[config.mk]
export PLATFORM = sky130hd
export DESIGN_NAME = prog_loader
export DESIGN_NICKNAME = d
export VERILOG_FILES = /design/src/rtl/prog_loader.sv
export SDC_FILE = /design/constraint.sdc
export NUM_CORES = 1
export LEC_CHECK = 0
export ABC_AREA = 1
export CAP_MARGIN = 20
export CORE_AREA = 4 4 83 85
export CTS_CLUSTER_DIAMETER = 30
export DETAILED_ROUTE_END_ITERATION = 10
export DIE_AREA = 0 0 87 89
export PLACE_DENSITY = 0.82
export SLEW_MARGIN = 20
export SYNTH_ARGS = -nofsm -noshare
export SYNTH_HDL_FRONTEND = slang
export SYNTH_SLANG_ARGS = --single-unit
[constraint.sdc]
create_clock -name clk -period 5.25 [get_ports clk]
set_clock_uncertainty 0.05 [all_clocks]
set_input_delay 1.575 -clock clk [delete_from_list [all_inputs] [get_ports clk]]
set_output_delay 1.575 -clock clk [all_outputs]
set_load 0.005 [all_outputs]
[src/rtl/prog_loader.sv]
// Program loader: assembles a little-endian byte stream into 9-bit words,
// writes them into the instruction memory from address 0, and holds the
// core until the length header and XOR checksum have both been verified.
module prog_loader #(
    parameter int PC_W    = 10,
    parameter int INSTR_W = 9
) (
    input  logic               clk,
    input  logic               reset,
    input  logic               start,
    input  logic [7:0]         byte_in,
    input  logic               byte_valid,
    output logic               byte_ready,
    output logic               imem_wr_en,
    output logic [PC_W-1:0]    imem_addr,
    output logic [INSTR_W-1:0] imem_wr_data,
    output logic               cpu_hold,
    output logic               done,
    output logic               err,
    output logic [PC_W:0]      words_loaded
);

    typedef enum logic [3:0] {
        IDLE,
        S_LEN_LO,
        S_LEN_HI,
        S_W_LO,
        S_W_HI,
        S_WRITE,
        S_CS_LO,
        S_CS_HI,
        DONE,
        ERR
    } state_t;

    state_t state;
    state_t next_state;

    logic [15:0]        len;
    logic [INSTR_W-1:0] csum;
    logic [7:0]         lo_byte;

    logic        accept;
    logic        start_ok;
    logic [15:0] len_full;
    logic        len_over;
    logic        more_words;
    logic        hi_byte_ok;
    logic        csum_ok;

    // Handshake and decision terms shared by the FSM and the datapath
    always_comb begin
        accept     = byte_valid & byte_ready;
        start_ok   = start && ((state == IDLE) || (state == DONE) || (state == ERR));
        len_full   = {byte_in, len[7:0]};
        len_over   = ({16'd0, len_full} > (32'd1 << PC_W));
        more_words = ((32'(words_loaded) + 32'd1) < {16'd0, len});
        hi_byte_ok = (byte_in[7:1] == 7'd0);
        csum_ok    = hi_byte_ok && ({byte_in[0], lo_byte} == csum);
    end

    // State register; reset takes priority over a simultaneous start
    always_ff @(posedge clk) begin
        if (reset) begin
            state <= IDLE;
        end else begin
            state <= next_state;
        end
    end

    // Next-state decode and state-derived outputs
    always_comb begin
        next_state = state;
        byte_ready = 1'b0;
        imem_wr_en = 1'b0;
        cpu_hold   = 1'b1;
        done       = 1'b0;
        err        = 1'b0;
        case (state)
            IDLE: begin
                if (start) next_state = S_LEN_LO;
            end
            DONE: begin
                done     = 1'b1;
                cpu_hold = 1'b0;
                if (start) next_state = S_LEN_LO;
            end
            ERR: begin
                err = 1'b1;
                if (start) next_state = S_LEN_LO;
            end
            S_LEN_LO: begin
                byte_ready = 1'b1;
                if (accept) next_state = S_LEN_HI;
            end
            S_LEN_HI: begin
                byte_ready = 1'b1;
                if (accept) begin
                    if (len_over)              next_state = ERR;
                    else if (len_full == 16'd0) next_state = S_CS_LO;
                    else                        next_state = S_W_LO;
                end
            end
            S_W_LO: begin
                byte_ready = 1'b1;
                if (accept) next_state = S_W_HI;
            end
            S_W_HI: begin
                byte_ready = 1'b1;
                if (accept) next_state = hi_byte_ok ? S_WRITE : ERR;
            end
            S_WRITE: begin
                imem_wr_en = 1'b1;
                next_state = more_words ? S_W_LO : S_CS_LO;
            end
            S_CS_LO: begin
                byte_ready = 1'b1;
                if (accept) next_state = S_CS_HI;
            end
            S_CS_HI: begin
                byte_ready = 1'b1;
                if (accept) next_state = csum_ok ? DONE : ERR;
            end
            default: begin
                next_state = IDLE;
            end
        endcase
    end

    // Datapath: length/low-byte latches, write word, checksum, address and count
    always_ff @(posedge clk) begin
        if (reset) begin
            len          <= '0;
            csum         <= '0;
            lo_byte      <= '0;
            imem_addr    <= '0;
            imem_wr_data <= '0;
            words_loaded <= '0;
        end else begin
            if (start_ok) begin
                csum         <= '0;
                words_loaded <= '0;
                imem_addr    <= '0;
            end
            if (accept) begin
                case (state)
                    S_LEN_LO: len[7:0] <= byte_in;
                    S_LEN_HI: len      <= len_full;
                    S_W_LO:   lo_byte  <= byte_in;
                    S_CS_LO:  lo_byte  <= byte_in;
                    S_W_HI: begin
                        if (hi_byte_ok) imem_wr_data <= {byte_in[0], lo_byte};
                    end
                    default: begin
                    end
                endcase
            end
            if (state == S_WRITE) begin
                csum         <= csum ^ imem_wr_data;
                words_loaded <= words_loaded + 1'b1;
                if (imem_addr != '1) imem_addr <= imem_addr + 1'b1;
            end
        end
    end

endmodule

==> results of run 1 <==
-- final cells by class --
class | count | area [µm²] | area share (%)
repair buffers | 48 | 475 | 11.1
multi-input cells | 351 | 1890 | 44.3
well taps | 77 | 96.3 | 2.26
flip-flops and latches | 67 | 1340 | 31.4
inverters | 64 | 251 | 5.89
clock inverters | 3 | 46.3 | 1.08
clock buffers | 12 | 165 | 3.87
-- per-stage QoR --
stage / util, % / worst slack, ns / total power, mW
5_1_grt: 68.8 / 1.56 / 1.37
6_report: 68.8 / 1.67 / 1.30
4_1_cts: 68.8 / 1.66 / 1.30
3_5_place_dp: 65.4 / 1.65 / 0.858
3_3_place_gp: 65.4 / 1.74 / 0.850
2_1_floorplan: - / 2.66 / 0.784
-- registers in the layout, indices dropped and copies added (netlist names) --
| signal | count |
|---|---|
| lo_byte | 8 |
| len | 16 |
| imem_addr | 10 |
| imem_wr_data | 9 |
| csum | 9 |
| words_loaded | 11 |
| state | 4 |
-- cells in the mapped netlist (2+ instances only) --
cell type  number
a21oi_1        55
a21oi_2         3
buf_2           3
buf_4           2
buf_6           2
clkbuf_1        6
dfxtp_1        67
ha_1           13
inv_1          51
inv_2          10
nand2_1       107
nand2_2         5
nand2_4         4
nand3_1        25
nand3b_1        2
nand4_1         5
nor2_1         46
nor2_2          2
nor2_4          2
nor3_1          7
nor3_2          2
o211ai_1        3
o21a_1          2
o21ai_0        24
o21ai_1        12
o21ai_2         4
xnor2_1         9
xor2_1         15
-- tightest hold or removal path, stage by stage (launching register included) --
cell and delay, ns:
dfxtp_1 0.30, inv_1 0.06, a21oi_1 0.06
-- worst paths after layout --
check,slack [ns],startpoint,end,depth (start not counted)
max,1.67,state[0]$_SDFFE_PP0P_,imem_wr_en,4
min,0.41,len[15]$_SDFFE_PP0P_,len[15]$_SDFFE_PP0P_,2
max reg2reg,2.55,words_loaded[0]$_SDFFE_PP0P_,state[2]$_SDFFE_PP0P_,18
min reg2reg,0.41,len[15]$_SDFFE_PP0P_,len[15]$_SDFFE_PP0P_,2
-- routing by layer --
metal  track usage [%]  wire length, µm  share of wire (%)
met3              4.88              529                6.3
met2              37.6             3990                 48
met4              9.35              196                2.3
met5                 0                0                  0
met1              28.5             3690                 44
-- cells by family (layout without fill, tap and decap cells) --
| kind of cell | after synthesis | after routing | share of synthesized area, % |
|---|---|---|---|
| adders and majority gates | 13 | 13 | 4.57 |
| DFF | 67 | 67 | 37.7 |
| xor gates and xnor gates | 24 | 24 | 5.90 |
| AOI/OAI and AO/OA | 106 | 106 | 16.8 |
| and+or+nand+nor | 208 | 208 | 25.9 |
| buffers and inverters | 77 | 127 | 9.17 |
-- power by group --
group / leakage, nW / internal, mW / switching (mW)
sequential: 0.540 / 0.531 / 0.0147
combinational: 1.05 / 0.0998 / 0.202
clock: 0.105 / 0.257 / 0.197
==> qor.txt, run 1 <==
Hold_ws - 0.413 ns
CTS tree - yes
Fin crit share - 68.2%
Final #Nets - 566
Synth Flop Type - dfxtp_1
Post-synth ARST share - 0%
Worst setup SP type - flop
Post-Route WL - 8.41 mm
Synth top area cells - dfxtp_1 (38%), nand2_1 (11%), a21oi_1 (7.7%), inv_1 (5.4%), nor2_1 (4.8%)
EDFF count, synth - 0
Mapped cell area - 3560 µm²
Fraction of layout cells with a size suffix above 1 - 10.1%
Status - complete, no violations
Max-cap violation count - 0
Vias per cell - 5.43
H-tree depth - 3
Largest net degree at the start of global routing - 34
Hold buffer count at CTS - 0
DP Area - 4060 µm²
Rows - 29
Post_cts resized - 0
Commonest non-fill, non-tap cell in the layout - nand2_1
Netlist cell types - 35
Most frequent cells in the layout - nand2_1 (107), dfxtp_1 (67), a21oi_1 (55)
Yosys warnings - 0
Tmin final - 3.58 ns
Finished Cell Area - 4270 µm²
CP required - 3.63 ns
CP Data Arrival Time - 1.95 ns
Setup TNS - 0 ns
LEAKAGE - 1.69 nW
Mean Syn Cell Area - 7.19 µm²
Sinks on the clock net - 67
Post-CTS setup buffer count - 0
CP bufs+invs - 2
Die X - 87 µm
Clock Latency Late Sink - 0.34 ns
Hold crit path type - reg2reg
Top delay family on crit path - buffers and inverters
Die H - 89 µm
DR WL/cell - 13.5 µm
GRT overflow - 0
Initial DRC Count - 201
Peak Freq - 279 MHz
Initial core utilization - 57.4%
First-pass GRT wire length - 14.0 mm
Worst VDD drop - 0.000262 V
Area Growth Syn to Fin - 19.9%
Placed insts - 607
Max clock buf depth - 2
CTS Buf Count - 9
Max-slew violation count - 0
Final ANT Viol Nets - 0
Hold Violations, Final - 0
Synth top area share - 37.7%
Max_slew headroom - 39.3%
Slowest stage delay, CP - 0.57 ns
CP max stage cell - clkdlybuf4s50_1
Core area - 6200 µm²
Post-route DRC - 0
Flop and latch count out of synthesis - 67
Num ports - 47
Vias - 3379
Largest fanout on the critical path - 27
Initial antenna violation count - 0
Unrepaired setup endpoints after global routing - no
Syn Inst Count - 495
IO Port Bufs - 46
Clock root cell - clkbuf_8
Filler cell count - 542
All-layer global routing usage - 22.6%
Antenna cells - 0
Post-Syn Nets - 520
DP Wirelength - 5.99 mm
Drt pass-1 iters - 5
Worst path cell trace - nand2_2, nor2_4, buf_4, clkdlybuf4s50_1
Gpl congestion - 0.834
PD cells - 305 nW/µm²
Worst Setup Path Type - reg2out
Least-Margin Pin Slew - 0.909 ns
Vias in the first global route - 3117
Area leader, netlist - dfxtp_1
Clock slew at reported path FFs - 0.07 ns
Sequential share of the synthesized area - 37.7%
Die area - 7740 µm²
Critical Path End Type - output pin
Non-filler instance count after layout - 622
Final setup vio count - 0
(Power assumes the default switching activity.)
==> run 2: changes to the inputs <==
--- a/config.mk
+++ b/config.mk
@@ -7,11 +7,11 @@
 export LEC_CHECK = 0
 export ABC_AREA = 1
 export CAP_MARGIN = 20
-export CORE_AREA = 4 4 83 85
+export CORE_AREA = 4 4 86 88
 export CTS_CLUSTER_DIAMETER = 30
 export DETAILED_ROUTE_END_ITERATION = 10
-export DIE_AREA = 0 0 87 89
-export PLACE_DENSITY = 0.82
+export DIE_AREA = 0 0 90 92
+export PLACE_DENSITY = 0.77
 export SLEW_MARGIN = 20
 export SYNTH_ARGS = -nofsm -noshare
 export SYNTH_HDL_FRONTEND = slang
==> constraint.sdc (replaced) <==
create_clock -name clk -period 3.3 [get_ports clk]
set_clock_uncertainty 0.05 [all_clocks]
set_input_delay 0.99 -clock clk [delete_from_list [all_inputs] [get_ports clk]]
set_output_delay 0.99 -clock clk [all_outputs]
set_load 0.005 [all_outputs]
==> qor.txt, run 2 (synthesis results as in run 1) <==
Status - complete, no violations
Vias per cell - 5.33
Num ports - 47
Least-Margin Pin Slew - 0.550 ns
Initial antenna violation count - 0
P_int - 1.38 mW
Max_slew headroom - 63.3%
Initial core utilization - 53.6%
Critical Path End Type - output pin
Clock power share - 34.9%
Final #Nets - 567
Largest fanout on the critical path - 5
Peak Freq - 354 MHz
Die area - 8280 µm²
Setup TNS - 0 ns
Rows - 30
Biggest regs - len: 16 flops, words_loaded: 11 flops, imem_addr: 10 flops
Hold crit path type - reg2reg
Hold buffer count at CTS - 0
Max FFs per register - 16
First-pass GRT wire length - 14.0 mm
Sw frac - 33.4%
Post-CTS setup buffer count - 0
IO Port Bufs - 46
Tmin final - 2.82 ns
H-tree depth - 3
Vias in the first global route - 3153
Fin crit share - 85.5%
Hold Violations, Final - 0
Commonest non-fill, non-tap cell in the layout - nand2_1
Gpl congestion - 0.882
Core area - 6640 µm²
Post-Route WL - 8.31 mm
Sequential share of power - 41.9%
LEAKAGE - 1.69 nW
Reg2reg path depth - 18
Sinks on the clock net - 67
Largest Register - len
Hold depth - 2
Post_cts resized - 0
Max-cap violation count - 0
Clock root cell - clkbuf_8
CTS Buf Count - 9
Initial DRC Count - 188
Post-route DRC - 0
DR WL/cell - 13.3 µm
Antenna cells - 0
Area Growth Syn to Fin - 20.1%
CP Data Arrival Time - 1.78 ns
Unrepaired setup endpoints after global routing - no
GRT overflow - 0
Max clock buf depth - 2
Worst VDD drop - 0.000378 V
Combinational share of power - 23.1%
Worst Setup Path Type - reg2out
Placed insts - 611
Fraction of layout cells with a size suffix above 1 - 10.4%
Non-filler instance count after layout - 627
Die X - 90 µm
Worst setup SP type - flop
Vias - 3344
Filler cell count - 599
Clock Latency Late Sink - 0.35 ns
PD cells - 484 nW/µm²
Final setup vio count - 0
CP required - 2.26 ns
CTS tree - yes
DP Wirelength - 6.12 mm
Clock slew at reported path FFs - 0.08 ns
Die H - 92 µm
Max-slew violation count - 0
Largest net degree at the start of global routing - 27
Drt pass-1 iters - 4
Switching pwr - 692 µW
Final ANT Viol Nets - 0
All-layer global routing usage - 20.5%
Most frequent cells in the layout - nand2_1 (107), dfxtp_1 (67), a21oi_1 (55)
-- run 2: area by class of cell --
| class | instances | area (µm²) | area share [%] |
|---|---|---|---|
| Inverter | 64 | 251 | 5.88 |
| Tap cell | 80 | 100 | 2.34 |
| Multi-Input combinational cell | 351 | 1890 | 44.3 |
| Clock buffer | 10 | 138 | 3.22 |
| Timing Repair Buffer | 49 | 483 | 11.3 |
| Sequential cell | 67 | 1340 | 31.4 |
| Clock inverter | 6 | 71.3 | 1.67 |
-- run 2: path summary, 6_finish.rpt --
kind | startpoint | to | slack [ns]
max | state[0]$_SDFFE_PP0P_ | done | 0.48
min | len[15]$_SDFFE_PP0P_ | len[15]$_SDFFE_PP0P_ | 0.41
max reg2reg | words_loaded[0]$_SDFFE_PP0P_ | state[2]$_SDFFE_PP0P_ | 0.69
min reg2reg | len[15]$_SDFFE_PP0P_ | len[15]$_SDFFE_PP0P_ | 0.41
-- run 2: power groups by stage --
stage / Sequential, mW / Combinational [mW] / Clock [mW]
5_1_grt: 0.873 / 0.542 / 0.768
4_1_cts: 0.868 / 0.479 / 0.733
2_1_floorplan: 0.882 / 0.365 / 0
3_3_place_gp: 0.885 / 0.470 / 0
6_report: 0.868 / 0.479 / 0.724
3_5_place_dp: 0.887 / 0.478 / 0
-- run 2: through the flow --
step	power, mW	setup slack (ns)	cell area [µm²]	utilization (%)	hold WS (ns)
after detailed placement	1.36	0.561	4070	61.2	0.396
after CTS	2.08	0.449	4280	64.4	0.408
after global routing	2.18	0.286	4280	64.4	0.440
final	2.07	0.479	4280	64.4	0.411
after floorplan	1.25	1.04	3560	-	0.379
after global placement	1.36	0.646	4070	61.2	0.389
-- run 2: routing by layer --
layer  vias up  wire length (µm)  track usage, %
met2        98              3920            34.9
met3        18               420            3.04
met5         -                 0               0
met1      1536              3780            25.4
li1       1692                 -               -
met4         0               186            10.2
-- run 2: worst max-delay path: stages, from the launching register on --
cell             delay (ns)
dfxtp_1                0.37
nor2_2                 0.21
inv_1                  0.11
nor3_1                 0.20
clkdlybuf4s50_1        0.55
